`config.mk`:
```
export PLATFORM = sky130hd
export DESIGN_NAME = async_fifo_rd_ctrl
export DESIGN_NICKNAME = d
export VERILOG_FILES = /design/src/rtl/async_fifo_rd_ctrl.sv
export SDC_FILE = /design/constraint.sdc
export NUM_CORES = 1
export LEC_CHECK = 0
export CORE_MARGIN = 1
export CORE_UTILIZATION = 48
export DETAILED_ROUTE_END_ITERATION = 10
export GPL_TIMING_DRIVEN = 0
export PLACE_DENSITY_LB_ADDON = 0.08
export SYNTH_ARGS = -nofsm -noshare
export SYNTH_HDL_FRONTEND = slang
export SYNTH_SLANG_ARGS = --single-unit
```
`constraint.sdc`:
```
create_clock -name clk -period 3.2 [get_ports clk]
set_clock_uncertainty 0.1 [all_clocks]
set_input_delay 0.64 -clock clk [delete_from_list [all_inputs] [get_ports clk]]
set_output_delay 0.64 -clock clk [all_outputs]
set_load 0.01 [all_outputs]
```
`src/rtl/async_fifo_rd_ctrl.sv`:
```
// Read-side pointer/flag controller for a dual-clock FIFO: synchronises the gray write pointer,
// tracks the read pointer, and produces raddr, empty, rd_count and underflow. Optional: ASYNC_FIFO_RD_ALMOST_EMPTY_EN.
module async_fifo_rd_ctrl #(
    parameter int ADDR_WIDTH  = 4,
    parameter int SYNC_STAGES = 2
`ifdef ASYNC_FIFO_RD_ALMOST_EMPTY_EN
    ,
    parameter int ALMOST_EMPTY_THRESH = 2
`endif
) (
    input  logic                  clk,
    input  logic                  rst_n,
    input  logic [ADDR_WIDTH:0]   wptr_gray_async,
    input  logic                  rd_en,
    output logic [ADDR_WIDTH-1:0] raddr,
    output logic                  rd_fire,
    output logic [ADDR_WIDTH:0]   rptr_gray,
    output logic                  empty,
    output logic [ADDR_WIDTH:0]   rd_count,
    output logic                  underflow
`ifdef ASYNC_FIFO_RD_ALMOST_EMPTY_EN
    ,
    output logic                  almost_empty
`endif
);

    localparam int PW = ADDR_WIDTH + 1;

    function automatic logic [PW-1:0] bin2gray(input logic [PW-1:0] b);
        return b ^ (b >> 1);
    endfunction

    function automatic logic [PW-1:0] gray2bin(input logic [PW-1:0] g);
        logic [PW-1:0] b;
        b[PW-1] = g[PW-1];
        for (int i = PW - 2; i >= 0; i--) begin
            b[i] = b[i+1] ^ g[i];
        end
        return b;
    endfunction

    logic [PW-1:0] wsync_q [SYNC_STAGES];
    logic [PW-1:0] wsync;
    logic [PW-1:0] wbin;
    logic [PW-1:0] rptr_bin;
    logic [PW-1:0] rptr_next;
    logic [PW-1:0] rptr_gray_next;
    logic [PW-1:0] count_next;

    // Write-pointer synchroniser: a plain flop chain, no logic between stages.
    always_ff @(posedge clk or negedge rst_n) begin
        if (!rst_n) begin
            for (int i = 0; i < SYNC_STAGES; i++) begin
                wsync_q[i] <= '0;
            end
        end else begin
            wsync_q[0] <= wptr_gray_async;
            for (int i = 1; i < SYNC_STAGES; i++) begin
                wsync_q[i] <= wsync_q[i-1];
            end
        end
    end

    assign wsync = wsync_q[SYNC_STAGES-1];
    assign wbin  = gray2bin(wsync);

    assign rd_fire        = rd_en & ~empty;
    assign rptr_next      = rptr_bin + {{ADDR_WIDTH{1'b0}}, rd_fire};
    assign rptr_gray_next = bin2gray(rptr_next);
    // A write seen in the same cycle as a read is folded in together with the advanced read pointer.
    assign count_next     = wbin - rptr_next;
    assign raddr          = rptr_bin[ADDR_WIDTH-1:0];

    // Read pointer, flags and fill count all register off rptr_next.
    always_ff @(posedge clk or negedge rst_n) begin
        if (!rst_n) begin
            rptr_bin  <= '0;
            rptr_gray <= '0;
            empty     <= 1'b1;
            rd_count  <= '0;
            underflow <= 1'b0;
        end else begin
            rptr_bin  <= rptr_next;
            rptr_gray <= rptr_gray_next;
            empty     <= (rptr_gray_next == wsync);
            rd_count  <= count_next;
            underflow <= rd_en & empty;
        end
    end

`ifdef ASYNC_FIFO_RD_ALMOST_EMPTY_EN
    localparam logic [31:0]   AE_THRESH_32 = ALMOST_EMPTY_THRESH;
    localparam logic [PW-1:0] AE_THRESH    = AE_THRESH_32[PW-1:0];

    always_ff @(posedge clk or negedge rst_n) begin
        if (!rst_n) begin
            almost_empty <= 1'b1;
        end else begin
            almost_empty <= (count_next <= AE_THRESH);
        end
    end
`endif

endmodule

```
==> qor.yml <==
outcome:
  outcome: "complete, no violations"
floorplanning:
  dieHeight_um: 50.0
  ios: 25
  die_w_um: 50.0
  die_area_um2: 2500
  start_util_pct: 50.5
  design.core.area_um2: 2190
  row_count: 17
placed_design:
  dp_hpwl_um: 1160
  placed_area_um2: 1380
  gp_congestion: 0.720
  dpl.cell_count: 131
  pre_cts_slack_ns: -0.126
  port-buffer-count: 24
global_route:
  grt_pass1_wl_um: 2730
  grt_usage_pct: 15.2
  grt-ovfl-total: 0
  grt_max_degree: 27
  grt_pass1_vias: 615
  antenna_found_initial: 0
synth:
  yosys.area.top_type_share_pct: 56.5
  postSynthCellCount: 79
  seq_area_frac_synth_pct: 58.9
  yosys.cell_types.count: 26
  synth_nets: 93
  ys_async_sr_fraction_pct: 100
  synth_top_cells_by_count: "25 x dfrtp_1, 12 x xnor2_1, 7 x xor2_1, 5 x ha_1, 4 x inv_1"
  synth_edf_count: 0
  synth.largest_area_cell: "dfrtp_1"
  synth_area_leaders: "dfrtp_1 56%, xnor2_1 9.5%, ha_1 5.6%"
  yosys_register_bits: 26
  ys_dominant_reg_cell: "dfrtp_1"
  yosysWarnings: 0
  syn_area_per_cell_um2: 14.0
  yosysMostFrequentCell: "dfrtp_1"
  synthesis.area_um2: 1110
timing:
  fmax_mhz: 337
  fin_crit_sh_pct: 92.8
  setup_viol: 0
  slew_headroom_pct: 26.4
  slew_violations: 0
  worst_slack_ns: 0.229
  rsz0062_at_grt: "false"
  hold_viol: 0
  worst_slew_pin_slew_ns: 1.10
  period_needed_ns: 2.97
hold_path:
  hp-class: "flop to flop"
  min_from: "wsync_q[9]$_DFF_PN0_"
critical_path:
  cp.arrival_ns: 3.09
  critPathMaxStageDelay_ns: 0.49
  cp.required_ns: 3.32
  r2r-start: "wsync[4]$_DFF_PN0_"
  critPathSlowestCell: "xnor2_1"
  critPathMostFrequentCell: "ha_1"
  crit_chain: "clkdlybuf4s50_1, nor2b_1, ha_1, ha_1, xnor2_1, ha_1, a21oi_1, maj3_1, xnor2_1"
  cp-startpoint: "rd_en"
  crit_type: "input port to flop"
  cp_max_fo: 6
  crit_path_end_kind: "flop"
  critical_path.startpoint_type: "input port"
pwr:
  internal_power_uw: 955
  power_frac_clock_pct: 10.8
  irDropWorstVdd_mv: 0.655
  sw_frac_of_total_pct: 35.1
  p_leak_nw: 0.622
  switching_power_uw: 517
  power.density_nw_per_um2: 1040
  seqPwrFrac_pct: 34.2
  p_comb_share_pct: 55.0
finish:
  drive_gt1_share_pct: 6.54
  nNetsFinal: 122
  area_growth_pct: 28.1
  design_area_um2: 1420
  multiInputGateArea_um2: 437
  n_antenna_cell: 0
  fillers: 175
  fin_cells: 135
  ff_latch_area_um2: 652
cts:
  cts_resized: 0
  clk_latency_ns: 0.32
  postCtsHoldBufs: 0
  clkSinkCount: 26
  post_cts_buffers: 0
  cts_tree: "built"
  clk_pin_slew_ns: 0.12
  htreeDepth: 1
  clockBufferDepth: 2
  cts-root-buf: "clkbuf_4"
  numCtsBuffers: 3
routing:
  vias: 652
  drtAntennaViolNets: 0
  drt-pass1-iter-count: 4
  viasPerCell: 4.83
  first_iter_violations: 6
  wire_per_inst_um: 11.6
  route.detailed.drc: 0
  drt_wl_total_um: 1570
run:
  drv_cap: 0
[path summary, 6_finish.rpt]
path	endpoint	slack [ns]	depth (start not counted)
max in group asynchronous	wsync[2]$_DFF_PN0_	1.55	1
hold reg to reg	wsync[4]$_DFF_PN0_	0.26	0
setup / recovery	rd_count[4]$_DFF_PN0_	0.23	9
setup reg to reg	rd_count[4]$_DFF_PN0_	0.39	10
hold / removal	wsync[4]$_DFF_PN0_	0.26	0
min in group asynchronous	rptr_gray[0]$_DFF_PN0_	0.80	1
[sequential cells by signal, indices dropped and copies added, names as in the netlist]
name,cells
empty,1
rptr_gray,4
rd_count,5
wsync,5
rptr_bin,5
underflow,1
wsync_q,5
[power by group through the flow]
stage | Clock [mW] | Combinational [mW] | Sequential (mW)
final | 0.159 | 0.810 | 0.504
after global routing | 0.180 | 0.907 | 0.519
after detailed placement | 0 | 0.814 | 0.513
after floorplan | 0 | 0.476 | 0.558
after global placement | 0 | 0.805 | 0.509
after CTS | 0.168 | 0.822 | 0.504
[per-layer routing]
metal	routed length, um	track usage, %	part of all wire [%]	up-vias
li1	-	-	-	315
met3	90	2.47	5.8	5
met5	0	0	0	-
met1	694	18.8	44	308
met2	728	23.8	47	24
met4	52	11.4	3.3	0
[cells by family after synthesis]
| group | synth area share [%] |
|---|---|
| AOI/OAI and AO/OA | 5.76 |
| xor gates and xnor gates | 19.3 |
| adders and majority gates | 8.36 |
| buffers and inverters | 1.69 |
| DFF | 58.9 |
| muxes | 0.904 |
| and+or+nand+nor | 5.09 |
[critical path, delay by kind of cell]
family / cells / cell delay [ns]
fa+ha+maj: 4 / 1.17
xor+xnor: 2 / 0.62
buf+inv: 1 / 0.41
simple gates: 1 / 0.15
compound gates: 1 / 0.09
[cell usage in the layout (no fill, tap or decap)]
cell / n
a211oi_2: 1
a21boi_0: 2
a21o_1: 1
a21oi_1: 2
a31oi_1: 1
and2_1: 2
and4b_1: 1
clkbuf_1: 1
clkbuf_4: 3
clkbuf_8: 1
clkdlybuf4s50_1: 24
dfrtp_1: 25
dfstp_2: 1
fa_1: 1
ha_1: 5
inv_1: 4
maj3_1: 1
mux2i_1: 1
nand2_1: 1
nand3_1: 2
nor2_1: 2
nor2b_1: 1
o21a_1: 1
o21ai_0: 1
or3_1: 1
xnor2_1: 12
xnor3_2: 1
xor2_1: 7
xor3_1: 1
[stage by stage]
step | setup TNS (ns) | total power [mW] | utilization, % | hold slack (ns)
4_1_cts | 0 | 1.49 | 64.8 | 0.266
5_1_grt | 0 | 1.61 | 64.8 | 0.276
3_3_place_gp | -0.125 | 1.31 | 63.1 | 0.231
2_1_floorplan | 0 | 1.03 | - | 0.231
6_report | 0 | 1.47 | 64.8 | 0.264
3_5_place_dp | -0.126 | 1.33 | 63.1 | 0.236
[area by class of cell]
cell class                      count  area share, %
Sequential cell                    26           45.9
Multi-Input combinational cell     48           30.8
Inverter                            4           1.06
Clock buffer                        4           2.56
Tap cell                           28           2.47
Buffer                              1          0.265
Timing Repair Buffer               24           16.9
No activity file was read; power rests on OpenSTA's default activity.
==> RTL edit, RTL diff (config.mk and constraints unchanged) <==
Set the parameter `ADDR_WIDTH` to 6 (it was 4).
--- a/src/rtl/async_fifo_rd_ctrl.sv
+++ b/src/rtl/async_fifo_rd_ctrl.sv
@@ -1,7 +1,7 @@
 // Read-side pointer/flag controller for a dual-clock FIFO: synchronises the gray write pointer,
 // tracks the read pointer, and produces raddr, empty, rd_count and underflow. Optional: ASYNC_FIFO_RD_ALMOST_EMPTY_EN.
 module async_fifo_rd_ctrl #(
-    parameter int ADDR_WIDTH  = 4,
+    parameter int ADDR_WIDTH  = 6,
     parameter int SYNC_STAGES = 2
 `ifdef ASYNC_FIFO_RD_ALMOST_EMPTY_EN
     ,
Interface: changed (resized raddr, rd_count, rptr_gray and wptr_gray_async); port bits go from 25 to 33. The function was not compared with the original's and may differ.
==> RTL edit against the original RTL <==
  * Sequential cell count is 10 higher
  * Maximum frequency is 3.1% lower
  * Total power is 52% higher
  * Core utilization is 3.3 points higher
  * Sequential power is 34% higher
  * Final area is 51% higher
  * Synthesized area is 48% higher
  * Wire length is 88% higher
  * Sequential share of layout area is 3.9 points lower
  * Largest power group unchanged
  * Count of clock-buffer cells in the layout is 4 higher
  * Clock power is 57% higher
  * Worst setup slack worse by 0.094 ns
==> RTL edit: results <==
set metrics [dict create \
    nFillCells 258 \
    nets 187 \
    grt_pass1_wl_um 4750 \
    min_from "wsync_q[10]$_DFF_PN0_" \
    ys_top_cells_by_count "35 x dfrtp_1, 20 x xnor2_1, 12 x xor2_1" \
    r2r_setup_slack_ns 0.13 \
    max-vdd-ir-drop_uv 483 \
    cp_max_fo 3 \
    power_density_nw_per_um2 1040 \
    syn_nets 143 \
    io_buffers 32 \
    post_drt_wl_per_cell_um 13.7 \
    r2r_cells 11 \
    regToRegEndpoint "rd_count[6]$_DFF_PN0_" \
    yosysUniqueCellTypes 34 \
    min_delay_worst_endpoint "wsync[3]$_DFF_PN0_" \
    clk_pin_slew_ns 0.10 \
    synth.area.top_cells "dfrtp_1 53%, xnor2_1 11%, xor2_1 6.4%" \
    crit_slowest_cell "dfrtp_1" \
    p_leak_nw 0.923 \
    status "completed" \
    grt_start_max_net_pins 37 \
    r2r-start "wsync[6]$_DFF_PN0_" \
    hold_path_class "flip-flop to flip-flop" \
    worst_pin_slew_ns 0.778 \
    drt_iter0_markers 35 \
    crit_arrival_ns 3.22 \
    path_delay_family "XOR/XNOR gates" \
    synth_warnings 0 \
    critPathMaxStageDelay_ns 0.43 \
    drive_above_1_share 0.158 \
    htreeDepth 2 \
    grt_util_all_layers 0.189 \
    num_vias 1059 \
    numCtsBuffers 5 \
    place_area_um2 2010 \
]
[RTL edit: cell types whose count changed after synthesis, sizes merged, moves of 2 or more]
cell	change
xor2	+5
nand2	+2
dfrtp	+10
buf	+2
a21oi	+5
nand4	+2
nor3	+3
inv	+4
xnor2	+8
xnor3	+2
[RTL edit: final cells by class]
class / count / area share
sequential: 36 / 0.420
multi-input combinational: 80 / 0.344
timing repair buffer: 37 / 0.164
clock buffer: 8 / 0.0274
tap: 44 / 0.0256
inverter: 8 / 0.0140
buffer: 2 / 0.00466
[RTL edit: worst max-delay path by stage]
stage | startpoint | to | slack, ns
after floorplan | wsync[4]$_DFF_PN0_ | rd_count[6]$_DFF_PN0_ | 0.10
after global placement | rd_en | rd_count[6]$_DFF_PN0_ | -0.43
after detailed placement | rd_en | rd_count[6]$_DFF_PN0_ | -0.43
after CTS | rd_en | rd_count[6]$_DFF_PN0_ | 0.01
after global routing | rd_en | rd_count[5]$_DFF_PN0_ | -0.01
final | wsync[6]$_DFF_PN0_ | rd_count[6]$_DFF_PN0_ | 0.13
[RTL edit: power breakdown]
| group | internal, mW | switching (mW) | leakage, nW | total [mW] |
|---|---|---|---|---|
| Sequential | 0.606 | 0.0678 | 0.427 | 0.674 |
| Combinational | 0.655 | 0.655 | 0.464 | 1.31 |
| Clock | 0.108 | 0.141 | 0.0326 | 0.250 |
| Total | 1.37 | 0.864 | 0.923 | 2.23 |
[RTL edit: metrics by stage]
stage / instances / setup WS, ns / hold WS (ns)
6_report: 215 / 0.134 / 0.259
5_1_grt: 215 / -0.0119 / 0.274
4_1_cts: 211 / 0.0137 / 0.262
3_5_place_dp: 202 / -0.434 / 0.237
3_3_place_gp: 202 / -0.426 / 0.232
2_1_floorplan: 126 / 0.101 / 0.231
[RTL edit: routing by layer]
| layer | vias to the layer above | GRT usage | part of all wire | wire length (um) |
|---|---|---|---|---|
| li1 | 513 | - | - | - |
| met2 | 29 | 0.311 | 0.50 | 1470 |
| met4 | 0 | 0.104 | 0.016 | 48 |
| met5 | - | 0 | 0 | 0 |
| met1 | 511 | 0.216 | 0.44 | 1310 |
| met3 | 6 | 0.0640 | 0.041 | 122 |
[RTL edit: what timing repair did]
item | in CTS | in global routing
pin swaps | 1 | 2
resized for setup | 3 | 3
hold buffers | 0 | 0
endpoints found under the setup margin | 3 | 2
buffers inserted | 1 | 4
[RTL edit: cell families (layout without fill, tap and decap cells)]
group,after synthesis,in the layout,synth area share
DFF,36,36,0.550
xor gates and xnor gates,35,35,0.213
and+or+nand+nor,22,22,0.0755
buffers and inverters,10,55,0.0244
AOI/OAI and AO/OA,15,15,0.0732
adders and majority gates,8,8,0.0648
